<file path="src/rtl/mem_port_arbiter_if.sv">
// Bundles the fetch port, the data port and the memory port of mem_port_arbiter.
//   slave  : the arbiter's view. It takes the requests and m_rdata, and it drives the
//            acks, stalls, rdata and the m_* strobes.
//   master : the environment's view. This is the fetch/memory stages plus the memory.
interface mem_port_arbiter_if;
  // Fetch port
  logic        if_req;
  logic [31:0] if_addr;
  logic        if_flush;
  logic [31:0] if_rdata;
  logic        if_ack;
  logic        if_stall;
  // Data port
  logic        d_req;
  logic        d_we;
  logic [31:0] d_addr;
  logic [31:0] d_wdata;
  logic [3:0]  d_wstrb;
  logic [31:0] d_rdata;
  logic        d_ack;
  logic        d_stall;
  // Memory port
  logic        m_en;
  logic        m_we;
  logic [31:0] m_addr;
  logic [31:0] m_wdata;
  logic [3:0]  m_wstrb;
  logic [31:0] m_rdata;

  modport slave (
    input  if_req, if_addr, if_flush, d_req, d_we, d_addr, d_wdata, d_wstrb, m_rdata,
    output if_rdata, if_ack, if_stall, d_rdata, d_ack, d_stall,
    output m_en, m_we, m_addr, m_wdata, m_wstrb
  );

  modport master (
    output if_req, if_addr, if_flush, d_req, d_we, d_addr, d_wdata, d_wstrb, m_rdata,
    input  if_rdata, if_ack, if_stall, d_rdata, d_ack, d_stall,
    input  m_en, m_we, m_addr, m_wdata, m_wstrb
  );
endinterface

</file>
<file path="src/rtl/mem_port_arbiter.sv">
// Shares one single-ported synchronous memory between the fetch port and the data port.
// Each access runs through the sequence IDLE -> ISSUE -> (WAIT) -> RESP.
// Data has priority. The fetch port wins once STARVE_MAX data grants have been made in a
// row while it was waiting.
//   clk, reset : clock (rising edge) and asynchronous active-high reset
//   bus        : mem_port_arbiter_if.slave. It carries the fetch port (if_*), the data
//                port (d_*) and the memory port (m_*).
module mem_port_arbiter #(
  parameter int unsigned LAT        = 2,  // issue cycle to valid m_rdata, >= 1
  parameter int unsigned STARVE_MAX = 4   // data grants in a row while fetch waits
) (
  input logic               clk,
  input logic               reset,
  mem_port_arbiter_if.slave bus
);
  localparam int unsigned WaitW   = (LAT > 1) ? $clog2(LAT) : 1;
  localparam int unsigned StarveW = (STARVE_MAX > 0) ? $clog2(STARVE_MAX + 1) : 1;

  typedef enum logic [1:0] {StIdle, StIssue, StWait, StResp} state_e;

  state_e state_q, state_d;

  logic               port_q;     // 1 = data port owns the transaction
  logic               we_q;
  logic [31:0]        addr_q;
  logic [31:0]        wdata_q;
  logic [3:0]         wstrb_q;
  logic [WaitW-1:0]   wait_q;
  logic [StarveW-1:0] starve_q;
  logic               kill_q;     // flushed fetch: the access finishes, the ack does not
  logic [31:0]        if_rdata_q;
  logic [31:0]        d_rdata_q;

  logic grant_valid;
  logic grant_data;
  logic starve_hit;

  assign starve_hit  = (starve_q == StarveW'(STARVE_MAX));
  assign grant_valid = (state_q == StIdle) && (bus.if_req || bus.d_req);
  assign grant_data  = bus.d_req && !(bus.if_req && starve_hit);

  // State register
  always_ff @(posedge clk or posedge reset) begin
    if (reset) begin
      state_q <= StIdle;
    end else begin
      state_q <= state_d;
    end
  end

  // Next-state logic
  always_comb begin
    state_d = state_q;
    unique case (state_q)
      StIdle:  if (bus.if_req || bus.d_req) state_d = StIssue;
      StIssue: state_d = we_q ? StResp : StWait;
      StWait:  if (wait_q == '0) state_d = StResp;
      StResp:  state_d = StIdle;
      default: state_d = StIdle;
    endcase
  end

  // Outputs
  always_comb begin
    bus.m_en     = (state_q == StIssue);
    bus.m_we     = (state_q == StIssue) && we_q;
    bus.m_wstrb  = ((state_q == StIssue) && we_q) ? wstrb_q : 4'h0;
    bus.m_addr   = addr_q;
    bus.m_wdata  = wdata_q;
    // A flush in the RESP cycle itself also suppresses the ack.
    bus.if_ack   = (state_q == StResp) && !port_q && !kill_q && !bus.if_flush;
    bus.d_ack    = (state_q == StResp) && port_q;
    bus.if_rdata = if_rdata_q;
    bus.d_rdata  = d_rdata_q;
    bus.if_stall = bus.if_req && !bus.if_ack;
    bus.d_stall  = bus.d_req && !bus.d_ack;
  end

  // Grant latch, starvation counter, wait counter, kill flag, response registers
  always_ff @(posedge clk or posedge reset) begin
    if (reset) begin
      port_q     <= 1'b0;
      we_q       <= 1'b0;
      addr_q     <= '0;
      wdata_q    <= '0;
      wstrb_q    <= '0;
      wait_q     <= '0;
      starve_q   <= '0;
      kill_q     <= 1'b0;
      if_rdata_q <= '0;
      d_rdata_q  <= '0;
    end else begin
      if (grant_valid) begin
        port_q <= grant_data;
        if (grant_data) begin
          we_q    <= bus.d_we;
          addr_q  <= bus.d_addr;
          wdata_q <= bus.d_wdata;
          wstrb_q <= bus.d_wstrb;
          if (!bus.if_req) begin
            starve_q <= '0;
          end else if (!starve_hit) begin
            starve_q <= starve_q + 1'b1;
          end
        end else begin
          we_q     <= 1'b0;
          addr_q   <= bus.if_addr;
          starve_q <= '0;
        end
      end

      if (state_q == StIssue && !we_q) begin
        wait_q <= WaitW'(LAT - 1);
      end else if (state_q == StWait && wait_q != '0) begin
        wait_q <= wait_q - 1'b1;
      end

      if (state_q == StWait && wait_q == '0) begin
        if (port_q) d_rdata_q  <= bus.m_rdata;
        else        if_rdata_q <= bus.m_rdata;
      end

      if (state_q == StIdle || state_q == StResp) begin
        kill_q <= 1'b0;
      end else if (!port_q && bus.if_flush) begin
        kill_q <= 1'b1;
      end
    end
  end
endmodule

</file>
<file path="src/flat_wrapper.sv">
// flat-port wrapper written by rule: the top's interface ports become plain ports
module mem_port_arbiter_flat 
#(
  parameter int unsigned LAT        = 2,                                       
  parameter int unsigned STARVE_MAX = 4                                            
)
  (clk, reset, bus_if_req, bus_if_addr, bus_if_flush, bus_d_req, bus_d_we, bus_d_addr, bus_d_wdata, bus_d_wstrb, bus_m_rdata, bus_if_rdata, bus_if_ack, bus_if_stall, bus_d_rdata, bus_d_ack, bus_d_stall, bus_m_en, bus_m_we, bus_m_addr, bus_m_wdata, bus_m_wstrb);
  mem_port_arbiter_if bus_i ();
  input logic clk;
  input logic reset;
  input wire logic [$bits(bus_i.if_req)-1:0] bus_if_req;
  input wire logic [$bits(bus_i.if_addr)-1:0] bus_if_addr;
  input wire logic [$bits(bus_i.if_flush)-1:0] bus_if_flush;
  input wire logic [$bits(bus_i.d_req)-1:0] bus_d_req;
  input wire logic [$bits(bus_i.d_we)-1:0] bus_d_we;
  input wire logic [$bits(bus_i.d_addr)-1:0] bus_d_addr;
  input wire logic [$bits(bus_i.d_wdata)-1:0] bus_d_wdata;
  input wire logic [$bits(bus_i.d_wstrb)-1:0] bus_d_wstrb;
  input wire logic [$bits(bus_i.m_rdata)-1:0] bus_m_rdata;
  output wire logic [$bits(bus_i.if_rdata)-1:0] bus_if_rdata;
  output wire logic [$bits(bus_i.if_ack)-1:0] bus_if_ack;
  output wire logic [$bits(bus_i.if_stall)-1:0] bus_if_stall;
  output wire logic [$bits(bus_i.d_rdata)-1:0] bus_d_rdata;
  output wire logic [$bits(bus_i.d_ack)-1:0] bus_d_ack;
  output wire logic [$bits(bus_i.d_stall)-1:0] bus_d_stall;
  output wire logic [$bits(bus_i.m_en)-1:0] bus_m_en;
  output wire logic [$bits(bus_i.m_we)-1:0] bus_m_we;
  output wire logic [$bits(bus_i.m_addr)-1:0] bus_m_addr;
  output wire logic [$bits(bus_i.m_wdata)-1:0] bus_m_wdata;
  output wire logic [$bits(bus_i.m_wstrb)-1:0] bus_m_wstrb;
  assign bus_i.if_req = bus_if_req;
  assign bus_i.if_addr = bus_if_addr;
  assign bus_i.if_flush = bus_if_flush;
  assign bus_i.d_req = bus_d_req;
  assign bus_i.d_we = bus_d_we;
  assign bus_i.d_addr = bus_d_addr;
  assign bus_i.d_wdata = bus_d_wdata;
  assign bus_i.d_wstrb = bus_d_wstrb;
  assign bus_i.m_rdata = bus_m_rdata;
  assign bus_if_rdata = bus_i.if_rdata;
  assign bus_if_ack = bus_i.if_ack;
  assign bus_if_stall = bus_i.if_stall;
  assign bus_d_rdata = bus_i.d_rdata;
  assign bus_d_ack = bus_i.d_ack;
  assign bus_d_stall = bus_i.d_stall;
  assign bus_m_en = bus_i.m_en;
  assign bus_m_we = bus_i.m_we;
  assign bus_m_addr = bus_i.m_addr;
  assign bus_m_wdata = bus_i.m_wdata;
  assign bus_m_wstrb = bus_i.m_wstrb;
  mem_port_arbiter #(.LAT(LAT), .STARVE_MAX(STARVE_MAX)) u_core (.clk(clk), .reset(reset), .bus(bus_i));
endmodule
</file>
<file path="config.mk">
export PLATFORM = sky130hd
export DESIGN_NAME = mem_port_arbiter_flat
export DESIGN_NICKNAME = d
export VERILOG_FILES = /design/src/rtl/mem_port_arbiter_if.sv /design/src/rtl/mem_port_arbiter.sv /design/src/flat_wrapper.sv
export SDC_FILE = /design/constraint.sdc
export NUM_CORES = 1
export LEC_CHECK = 0
export ABC_AREA = 0
export CORE_MARGIN = 2
export CORE_UTILIZATION = 41
export CTS_CLUSTER_SIZE = 14
export DETAILED_ROUTE_END_ITERATION = 10
export GPL_TIMING_DRIVEN = 0
export HOLD_SLACK_MARGIN = 0.02
export PLACE_DENSITY = 0.9
export SYNTH_ARGS = -nofsm -noshare
export SYNTH_HDL_FRONTEND = slang
export SYNTH_SLANG_ARGS = --single-unit
</file>
<file path="constraint.sdc">
create_clock -name clk -period 6.7 [get_ports clk]
set_clock_uncertainty 0.2 [all_clocks]
set_input_delay 1.34 -clock clk [delete_from_list [all_inputs] [get_ports clk]]
set_output_delay 1.34 -clock clk [all_outputs]
set_load 0.03 [all_outputs]
</file>
==> summary.txt, run 1 <==
Run status
  – Status: complete, no violations

GRT
  – Largest net degree at the start of global routing: 96
  – Vias in the first global route: 5107
  – Global-route wire length before repair: 26500 um
  – GRT overflow: 0
  – Initial antenna violation count: 1
  – Total GRT Usage: 0.227

Floorplanning
  – Num rows: 43
  – Core area: 0.0140 sq mm
  – Total die area: 0.0154 sq mm
  – Die Width: 124 um
  – Die Y: 124 um
  – Starting Density: 0.423
  – Ports: 276

Routing
  – DRT iter0 DRCs: 244
  – DRC viols: 0
  – WL/cell: 18.4 um
  – Final antenna-violating net count: 0
  – Routed wire length: 17200 um
  – First-pass iteration count of the detailed router: 4
  – Drt via density: 5.18
  – Vias: 4857

Synth
  – Number of synthesized flops with an enable pin: 0
  – Sequential area share after synthesis: 0.596
  – Fraction of registers with async set/reset: 1.00
  – Cell Area, Synth: 0.00592 sq mm
  – Yosys reg bits: 141
  – Netlist cell types: 31
  – Post-Synthesis Cells: 450
  – Syn_nets: 594
  – Yosys warns: 0
  – Top FF cell, synth: dfrtp_1
  – Synth Area per Inst: 13.2 sq um

CTS
  – Cts repair resizes: 0
  – CTS tree: done
  – Root Driver: clkbuf_16
  – CTS max path bufs: 2
  – CTS Buf Count: 17
  – Cts hold-fix bufs: 0
  – Clk_lat worst skew: 410 ps
  – Clock transition at path regs: 60 ps
  – Setup bufs post-CTS: 0
  – CTS sink count: 141
  – Htree depth: 4

Pwr
  – Peak supply drop: 0.240 mV
  – P per Cell Area: 555 mW/mm^2
  – Leak Pwr: 3.95 nW
  – Total power: 5.30 mW

Finish
  – Layout area overhead: 61.2%
  – Layout cells sized above 1: 0.206
  – Inserted Diodes: 0
  – Layout Nets: 888

Place
  – Gpl congestion: 0.799
  – IO buf count: 274
  – DPL Wire Length: 13100 um
  – Placement Setup Slack: 1860 ps

STA
  – Worst-Margin Slew: 723 ps
  – Final period util: 0.728
  – Setup-failing EPs final: 0
  – Final Hold Vio Count: 0
  – Relative slew slack: 0.511
  – Post-layout min period: 4880 ps
  – Max-slew violation total from the final report: 0
  – Min setup slack post-route: 1820 ps
  – RSZ-0062 raised after global routing: no
  – FMAX: 205 MHz

Setup path
  – Type of the worst setup path: in2out
  – CP Launch Type: input pin
  – Worst r2r src: u_core.state_q[0]
  – Crit. End Element: output pin
  – Worst EP arrival: 3340 ps
  – Crit path required time: 5160 ps
  – Beginning of the critical path: bus_d_req
  – Crit Path Max Fanout: 10

Flow run
  – MaxCap Viol Count: 0

Worst hold path
  – HP Start: u_core.bus.m_addr[28]
  – Hold Path Class: reg2reg
==> logic make-up (layout without fill, tap and decap cells) <==
| logic type | count (synthesis) | in the layout | synth area share |
|---|---|---|---|
| adder cells (fa/ha/maj) | 6 | 6 | 0.0127 |
| XOR/XNOR | 1 | 1 | 0.00148 |
| flip-flops | 141 | 141 | 0.596 |
| buffers and inverters | 40 | 347 | 0.0327 |
| AND/OR/NAND/NOR | 117 | 117 | 0.0984 |
| AO/OA/AOI/OAI | 44 | 44 | 0.0556 |
| multiplexers | 101 | 101 | 0.203 |
==> where the power goes <==
group	internal, mW	switching, mW	leakage [nW]
combinational	1.27	1.48	1.98
sequential	1.29	0.269	1.68
clock	0.623	0.363	0.296
total	3.18	2.11	3.95
==> cell type report <==
class,instances,area (sq um)
fill,973,4440
sequential,141,3530
buffer,32,164
timing repair buffer,275,2770
clock inverter,14,193
inverter,8,35.0
multi-input combinational,269,2200
tap,180,225
clock buffer,18,429
==> worst paths after layout <==
kind                                           end  slack (ps)  depth (start not counted)
setup / recovery                       bus_d_stall        1820                          5
hold / removal               u_core.bus.m_addr[28]         290                          2
setup reg to reg           u_core.bus.if_rdata[13]        4410                          5
hold reg to reg              u_core.bus.m_addr[28]         290                          2
max in group asynchronous    u_core.bus.d_rdata[9]        4360                          3
min in group asynchronous   u_core.bus.m_wdata[15]        1140                          2
==> layout by cell type (no fill, tap or decap), drive strengths merged, types with 4 or more instances in the layout <==
cell type / count
nand4: 33
and3: 5
dfrtp: 141
clkdlybuf4s50: 274
mux2: 101
inv: 9
bufinv: 4
clkbuf: 31
nand2: 67
clkinv: 6
buf: 20
o211ai: 32
ha: 6
==> flip-flops by register name (all words and copies together), names as in the netlist <==
| register | flops |
|---|---|
| u_core.bus.d_rdata | 32 |
| u_core.bus.if_rdata | 32 |
| u_core.bus.m_addr | 32 |
| u_core.bus.m_wdata | 32 |
| u_core.kill_q | 1 |
| u_core.port_q | 1 |
| u_core.starve_q | 3 |
| u_core.state_q | 2 |
| u_core.wait_q | 1 |
| u_core.we_q | 1 |
| u_core.wstrb_q | 4 |
==> metal layers <==
| layer | global-route usage | up-vias | part of all wire |
|---|---|---|---|
| met3 | 0.0710 | 37 | 0.092 |
| li1 | - | 2201 | - |
| met2 | 0.391 | 235 | 0.50 |
| met5 | 0 | - | 0.00075 |
| met4 | 0.0927 | 2 | 0.024 |
| met1 | 0.263 | 2382 | 0.38 |
==> stage by stage <==
| step | instances | cell area (sq um) | hold slack, ps | util | TNS [ps] |
|---|---|---|---|---|---|
| after floorplan | 450 | 5920 | 265 | - | 0 |
| after global placement | 904 | 8890 | 277 | 0.636 | -49340 |
| after detailed placement | 905 | 8920 | 285 | 0.638 | 0 |
| after CTS | 937 | 9550 | 297 | 0.682 | 0 |
| after global routing | 937 | 9550 | 315 | 0.682 | 0 |
| final | 937 | 9550 | 292 | 0.682 | 0 |
==> cell usage after synthesis (2+ instances only) <==
| master | n | share of area |
|---|---|---|
| nand4_1 | 33 | 0.035 |
| mux2_4 | 18 | 0.046 |
| nor2b_1 | 3 | 0.0032 |
| clkbuf_1 | 13 | 0.0082 |
| a22o_1 | 2 | 0.0030 |
| buf_6 | 3 | 0.0057 |
| nor2_1 | 2 | 0.0013 |
| nand2_1 | 67 | 0.042 |
| dfrtp_1 | 141 | 0.60 |
| and2_1 | 3 | 0.0032 |
| o22ai_1 | 2 | 0.0021 |
| and3_1 | 4 | 0.0042 |
| ha_1 | 6 | 0.013 |
| o21ai_0 | 2 | 0.0017 |
| mux2_2 | 83 | 0.16 |
| inv_1 | 8 | 0.0051 |
| buf_2 | 14 | 0.012 |
| o21a_1 | 2 | 0.0025 |
| o211ai_1 | 32 | 0.041 |
==> worst max-delay path: stages <==
cell and delay (ps):
clkdlybuf4s50_1 510, buf_2 240, clkbuf_1 360, nor2b_1 210, clkdlybuf4s50_1 680
Note: power is estimated with default switching activity, not from simulation.
==> run 2, diff against run 1 <==
clock period = 5.02 ns   (was 6.7 ns; I/O delays follow)
==> results of run 2 <==
Same layout as run 1 (identical final DEF). Status: complete, no violations.
Main changes from that run: setup slack after placement 1860 ps -> 850 ps; setup slack after layout 1820 ps -> 811 ps; register-to-register setup slack 4410 ps -> 2730 ps; total power 5.30 mW -> 7.07 mW; worst IR drop on VDD 0.240 mV -> 0.320 mV
